==> config.mk <==
export PLATFORM = sky130hd
export DESIGN_NAME = sound_event_scheduler
export DESIGN_NICKNAME = d
export VERILOG_FILES = /design/src/rtl/sound_event_scheduler.sv
export SDC_FILE = /design/constraint.sdc
export NUM_CORES = 1
export LEC_CHECK = 0
export CAP_MARGIN = 10
export CORE_ASPECT_RATIO = 1.2
export CORE_UTILIZATION = 45
export DETAILED_ROUTE_END_ITERATION = 12
export PLACE_DENSITY = 0.67
export SLEW_MARGIN = 40
export SYNTH_ARGS = -nofsm -noshare
export SYNTH_HDL_FRONTEND = slang
export SYNTH_SLANG_ARGS = --single-unit
==> constraint.sdc <==
create_clock -name clk -period 3.1 [get_ports clk]
set_input_delay 0.62 -clock clk [delete_from_list [all_inputs] [get_ports clk]]
set_output_delay 0.62 -clock clk [all_outputs]
set_load 0.02 [all_outputs]
==> src/rtl/sound_event_scheduler.sv <==
// Arbitrates event sources onto one sound channel: fixed priority, timed play, silent gap.
// Latency: req in cycle c -> sound/grant in c+2 from IDLE; no backpressure, repeat requests coalesce.
module sound_event_scheduler #(
    parameter int NUM_REQ    = 4,
    parameter int PLAY_TICKS = 6250000,
    parameter int GAP_TICKS  = 250000,
    parameter int CNT_W      = 24,
    parameter bit PREEMPT    = 1'b1
) (
    input  logic               clk,
    input  logic               reset,
    input  logic [NUM_REQ-1:0] req,
    input  logic               mute,
    output logic [2:0]         sound_to_play,
    output logic [NUM_REQ-1:0] grant,
    output logic               busy
);

    typedef enum logic [1:0] {
        IDLE = 2'd0,
        PLAY = 2'd1,
        GAP  = 2'd2
    } state_t;

    localparam logic [CNT_W-1:0] PLAY_LOAD = CNT_W'(PLAY_TICKS - 1);
    localparam logic [CNT_W-1:0] GAP_LOAD  = CNT_W'(GAP_TICKS - 1);

    state_t             state, state_nxt;
    logic [NUM_REQ-1:0] pending, pending_nxt;
    logic [NUM_REQ-1:0] grant_nxt;
    logic [NUM_REQ-1:0] sel_onehot;
    logic [CNT_W-1:0]   cnt, cnt_nxt;
    logic [2:0]         sound_nxt;
    logic [2:0]         sel_code;
    logic               preempt_hit;

    // Lowest set pending index wins; scanning downward lets it overwrite higher ones.
    always_comb begin
        sel_onehot = '0;
        sel_code   = '0;
        for (int i = NUM_REQ - 1; i >= 0; i--) begin
            if (pending[i]) begin
                sel_onehot    = '0;
                sel_onehot[i] = 1'b1;
                sel_code      = 3'(i + 1);
            end
        end
    end

    // sound_to_play holds k+1 during PLAY, so index i outranks k when i+1 < sound_to_play.
    always_comb begin
        preempt_hit = 1'b0;
        for (int i = 0; i < NUM_REQ; i++) begin
            if (PREEMPT && pending[i] && (3'(i + 1) < sound_to_play)) begin
                preempt_hit = 1'b1;
            end
        end
    end

    always_comb begin
        state_nxt   = state;
        cnt_nxt     = cnt;
        sound_nxt   = sound_to_play;
        grant_nxt   = '0;
        pending_nxt = pending;

        case (state)
            IDLE: begin
                if (|pending) begin
                    state_nxt   = PLAY;
                    sound_nxt   = sel_code;
                    grant_nxt   = sel_onehot;
                    pending_nxt = pending & ~sel_onehot;
                    cnt_nxt     = PLAY_LOAD;
                end
            end
            PLAY: begin
                if (preempt_hit || (cnt == '0)) begin
                    state_nxt = GAP;
                    sound_nxt = 3'd0;
                    cnt_nxt   = GAP_LOAD;
                end else begin
                    cnt_nxt = cnt - 1'b1;
                end
            end
            GAP: begin
                if (cnt == '0) begin
                    state_nxt = IDLE;
                end else begin
                    cnt_nxt = cnt - 1'b1;
                end
            end
            default: begin
                state_nxt = IDLE;
                sound_nxt = 3'd0;
                cnt_nxt   = '0;
            end
        endcase

        // A new request in the same cycle as its grant survives the clear and replays later.
        pending_nxt = pending_nxt | req;

        if (mute) begin
            state_nxt   = IDLE;
            pending_nxt = '0;
            cnt_nxt     = '0;
            sound_nxt   = 3'd0;
            grant_nxt   = '0;
        end
    end

    always_ff @(posedge clk) begin
        if (reset) begin
            state         <= IDLE;
            pending       <= '0;
            cnt           <= '0;
            sound_to_play <= 3'd0;
            grant         <= '0;
        end else begin
            state         <= state_nxt;
            pending       <= pending_nxt;
            cnt           <= cnt_nxt;
            sound_to_play <= sound_nxt;
            grant         <= grant_nxt;
        end
    end

    assign busy = (state != IDLE);

endmodule
* Yosys cells after proc, flatten, opt, wreduce, memory -nomap -nowiden
Index checks and enable logic that the tools add are counted.
** Word-level totals
- Flip-flop bits (word level) :: 37
- Input port bits :: 7
- Output and inout bits :: 8
** Operators by class
- Mux-type cells :: 25
- Magnitude comparators :: 4
- Eq/ne operators :: 6
- $add $sub $neg :: 1
- Bitwise logic cells :: 6
- Reduce and logical (&&, ||, !) cells :: 14
** Operators by type and width (number)
- 2-to-1 mux 24 bit :: 3
- one-hot mux 24 bit (3 select lines) :: 1
- logical NOT 24 bit :: 1
- 2-to-1 mux 4 bit :: 6
- subtractor 24 x 1 -> 24 bit, second input constant :: 1
- 2-to-1 mux 3 bit :: 6
- one-hot mux 3 bit (3 select lines) :: 1
- != test 2 bit, second input constant :: 4
- OR reduction 4 bit :: 2
- < comparator 2 x 3 -> 1 bit, first input constant :: 2
- 2-to-1 mux 2 bit :: 3
- one-hot mux 2 bit (3 select lines) :: 1
- AND reduction 3 bit :: 2
- bitwise AND 4 bit :: 1
- logical AND 1 bit :: 4
- 2-to-1 mux 1 bit :: 4
- NOT 4 bit :: 1
- OR 4 bit :: 1
- < comparator 1 x 3 -> 1 bit, first input constant :: 1
- < comparator 3 bit, first input constant :: 1
- NOT 1 bit :: 3
- == test 2 x 1 -> 1 bit, second input constant :: 1
- == test 2 bit, second input constant :: 1
- logical NOT 2 bit :: 1
- 4 further kinds :: 4

* Longest topological paths before layout
Gate-level depths: netlist (run 1).
- Word-level depth :: 9
- Gate-level depth with buffers :: 10

* Least setup slack after synthesis (run 1)
No wires, ideal clock.
- Kind :: flip-flop to flip-flop
- Start :: register cnt[0]
- End :: register cnt[5]
- Data required time :: 2980 ps
- Cell stages (with the launch flop) :: 11
- Library setup time :: 120 ps
- Path slack :: 801 ps
- Arrival time :: 2179 ps
- Path through :: dfxtp_1 > inv_1 > ha_1 > or3b_1 > clkbuf_1 > nor4b_2 > and2_4 > o41a_4 > buf_6 > nor2_1 > a211o_1
** On the way
- Word-level cells in the longest chain between the ends :: 4
- Elaborated cells on any way between the ends :: 8
- Those cells by class :: 1 x add/sub; 1 x eq/ne; 3 x mux; 3 x reduce/logical
** Ends and longest elaborated chain
- start, declared :: line 32 : logic [CNT_W-1:0] cnt, cnt_nxt;
- start signal, assigned :: line 122 : cnt <= cnt_nxt;
- parallel branches: the longest is 4 deep, another holds subtractor 24 x 1 -> 24 bit
Parallel ways; which one is timed is not known. The select of a mux whose other input is x is not followed.
A chain may end at the register's enable or synchronous reset.

* Worst setup path after layout (run 1)
- Start :: register cnt[0]
- End :: register cnt[10]
Same word-level chain as after synthesis.

==> results.sh, run 1 <==
export IMPL_io_pins=15
export IMPL_final_hold_viol_count=0
export IMPL_grt_overflow=0
export IMPL_drc_errors=0
export IMPL_rsz0062_at_grt="false"
export IMPL_die_y_um=75.9
export IMPL_gp_congestion=0.929
export IMPL_drive_above_1_share_pct=12.3
export IMPL_vias=2071
export IMPL_path_clk_slew_ns=0.08
export IMPL_hp_class="register to register"
export IMPL_fin_util_pct=55.2
export IMPL_syn_to_final_growth_pct=15.9
export IMPL_drt_initial_drc_count=113
export IMPL_grt_pass1_wl_um=9050
export IMPL_clockBufferDepth=2
export IMPL_ys_ff_latch=37
export IMPL_dp_cells=325
export IMPL_final_setup_skew_ns=0.00672
export IMPL_finalPower_w=0.00133
export IMPL_h_tree_depth=2
export IMPL_reg2reg_from="cnt[0]"
export IMPL_path_class="register to register"
export IMPL_synthesis_area_um2=2050
export IMPL_crit_path_end_kind="register"
export IMPL_period_minus_slack_ns=2.73
export IMPL_worstMarginPinSlew_ns=0.616
export IMPL_antenna_found_initial=0
export IMPL_rows=26
export IMPL_cp_top_family="simple AND/OR/NAND/NOR gates"
export IMPL_grt_usage_pct=24.8
export IMPL_slew_headroom_pct=58.8
export IMPL_synth_flop_cell="dfxtp_1"
export IMPL_cts_resized=0
export IMPL_worstPathMaxFanout=9
export IMPL_synth_nets=263
export IMPL_hold_slack_ns=0.489
export IMPL_drt_total_wl_um=5620
export IMPL_diodes=0
export IMPL_final_setup_viol_count=0
export IMPL_wire_per_inst_um=16.9
export IMPL_vdd_ir_drop_worst_uv=320
export IMPL_clock_latency_ns=0.29
export IMPL_synthCells=255
export IMPL_core_area_um2=4290
export IMPL_die_w_um=63.6
export IMPL_p_leak_nw=0.971
export IMPL_portBuffers=14
export IMPL_grt_max_degree=22
export IMPL_nets=284
export IMPL_slowest_delay_ns=0.50
export IMPL_drv_cap=0
export IMPL_timing_fmax_mhz=367
export IMPL_dieArea_um2=4820
export IMPL_async_reset_ff_share_pct=0
export IMPL_cts_made_buffers=5
export IMPL_start_util_pct=47.6
export IMPL_worstHoldStart="cnt[14]"
export IMPL_dp_hpwl_um=4010
export IMPL_crit_chain="inv_1 -> ha_1 -> or3b_1 -> nor4b_2 -> nand2_2 -> o21ai_2 -> buf_4 -> a21oi_1 -> o22ai_1"
export IMPL_clock_sinks=37
export IMPL_cts_setup_buffers=0
export IMPL_status="complete, no violations"
export IMPL_cp_buffers_inverters=2
export IMPL_drt_pass1_iterations=4
export IMPL_fin_tns_setup_ns=0
export IMPL_cts_root_buf="clkbuf_8"
export IMPL_drtAntennaViolNets=0
export IMPL_cp_arrival_ns=2.94
export IMPL_seq_area_frac_synth_pct=36.2
export IMPL_cts_hold_buf=0
export IMPL_slew_viol_final=0
export IMPL_synth_edf_count=0
export IMPL_period_share_pct=88.0
export IMPL_cp_startpoint="cnt[0]"
export IMPL_synth_avg_cell_area_um2=8.02
export IMPL_cts_tree="yes"
export IMPL_cp_slowest_cell="nor4b_2"
export IMPL_stdcell_count=333
export IMPL_p_per_area_nw_per_um2=560
export IMPL_grt_pass1_vias=1873
export IMPL_via_per_inst=6.22
export IMPL_crit_required_ns=3.32
export IMPL_cp_start_kind="register"
export IMPL_ys_types=54
export IMPL_yosysWarnings=0
## logic make-up after synthesis
group,count (synthesis),share of synthesized area (%)
flops,37,36.2
buf+inv,17,3.91
fa+ha+maj,1,0.612
simple gates,107,27.5
xor+xnor,3,1.28
compound gates,90,30.5
## path summary, 6_finish.rpt
check	end	slack, ns	cells after the start
max	cnt[10]	0.37	9
min	cnt[14]	0.49	2
max reg2reg	cnt[10]	0.37	9
min reg2reg	cnt[14]	0.49	2
## through the flow
stage,cell area (µm²),setup slack [ns]
4_1_cts,2370,0.409
3_3_place_gp,2280,0.575
6_report,2370,0.372
3_5_place_dp,2280,0.446
5_1_grt,2370,0.187
2_1_floorplan,2050,0.801
## routing by layer
metal / vias up / share of wire, % / GRT usage [%]
met1: 992 / 40 / 28.9
met5: - / 0 / 0
met2: 77 / 51 / 44.6
met4: 0 / 2.1 / 10.9
met3: 9 / 7.1 / 4.64
li1: 993 / - / -
## flip-flops by register name (all words and copies together), names as in the netlist
| name | flops |
|---|---|
| cnt | 24 |
| grant | 4 |
| pending | 4 |
| sound_to_play | 3 |
| state | 2 |
## worst min-delay path: stages (launching register included)
cell and delay (ns):
dfxtp_1 0.31, o21ai_0 0.07, a21oi_1 0.06
## synth_stat cells (all sizes together) (2+ instances only)
master / count / area (µm²)
a211o: 2 / 17.5
a211oi: 3 / 22.5
a21o: 10 / 75.1
a21oi: 21 / 109
a22o: 6 / 52.6
a311oi: 2 / 17.5
a31oi: 3 / 18.8
a32o: 2 / 20.0
and2: 2 / 15.0
buf: 4 / 31.3
clkbuf: 8 / 30.0
dfxtp: 37 / 741
inv: 5 / 18.8
nand2: 19 / 73.8
nand2b: 4 / 25.0
nand3: 4 / 20.0
nor2: 33 / 124
nor2b: 2 / 12.5
nor3: 16 / 80.1
nor4: 5 / 46.3
nor4b: 4 / 41.3
o211ai: 5 / 37.5
o21ai: 16 / 83.8
o22ai: 8 / 56.3
o31a: 3 / 26.3
o31ai: 2 / 15.0
or2: 4 / 25.0
or3: 5 / 31.3
or4: 3 / 22.5
xnor2: 2 / 17.5
## cell usage in the layout, fill, tap and decap left out, types with 3 or more instances in the layout
cell	netlist	layout
o22ai_1	7	7
clkbuf_8	0	5
nand2b_1	4	4
a22o_1	6	6
a31oi_1	3	3
a21o_1	10	10
clkdlybuf4s50_1	0	14
nor2_1	33	33
a211oi_1	3	3
o211ai_1	5	5
nor4_1	4	4
nand3_1	4	4
a21oi_1	20	20
or4_1	3	3
nand2_1	18	18
nor3_1	16	16
or3_1	5	5
nor4b_1	3	3
o21ai_0	15	15
buf_4	0	12
or2_2	4	4
dfxtp_1	37	37
o31a_1	3	3
inv_1	5	5
## power breakdown
part,leakage [nW],switching [W],total [W],internal (W)
logic,0.625,0.000271,0.000455,0.000183
clock network,0.0439,0.000177,0.000332,0.000155
registers,0.302,0.0000339,0.000542,0.000508
total,0.971,0.000482,0.00133,0.000846
## final cells by class
type / count / area, µm²
clock buffer: 5 / 68.8
clock inverter: 3 / 17.5
fill: 448 / 1920
inverter: 5 / 18.8
multi-input combinational: 201 / 1220
sequential: 37 / 741
tap: 56 / 70.1
timing repair buffer: 26 / 230
(Power assumes the default switching activity.)
==> inputs of run 2 (changes only) <==
--- a/config.mk
+++ b/config.mk
@@ -10,7 +10,9 @@
 export CORE_UTILIZATION = 45
 export DETAILED_ROUTE_END_ITERATION = 12
 export PLACE_DENSITY = 0.67
+export SKIP_CTS_REPAIR_TIMING = 1
 export SLEW_MARGIN = 40
 export SYNTH_ARGS = -nofsm -noshare
 export SYNTH_HDL_FRONTEND = slang
 export SYNTH_SLANG_ARGS = --single-unit
+export TNS_END_PERCENT = 50
==> results of run 2 <==
The final DEF is identical to that of run 1; final timing and power are the same.
==> inputs of run 3 (changes only) <==
--- a/config.mk
+++ b/config.mk
@@ -8,6 +8,7 @@
 export CAP_MARGIN = 10
 export CORE_ASPECT_RATIO = 1.2
 export CORE_UTILIZATION = 45
+export CTS_BUF_LIST = sky130_fd_sc_hd__clkbuf_8
 export DETAILED_ROUTE_END_ITERATION = 12
 export PLACE_DENSITY = 0.67
 export SKIP_CTS_REPAIR_TIMING = 1
==> results of run 3 <==
The final DEF is identical to that of run 1; final timing and power are the same.
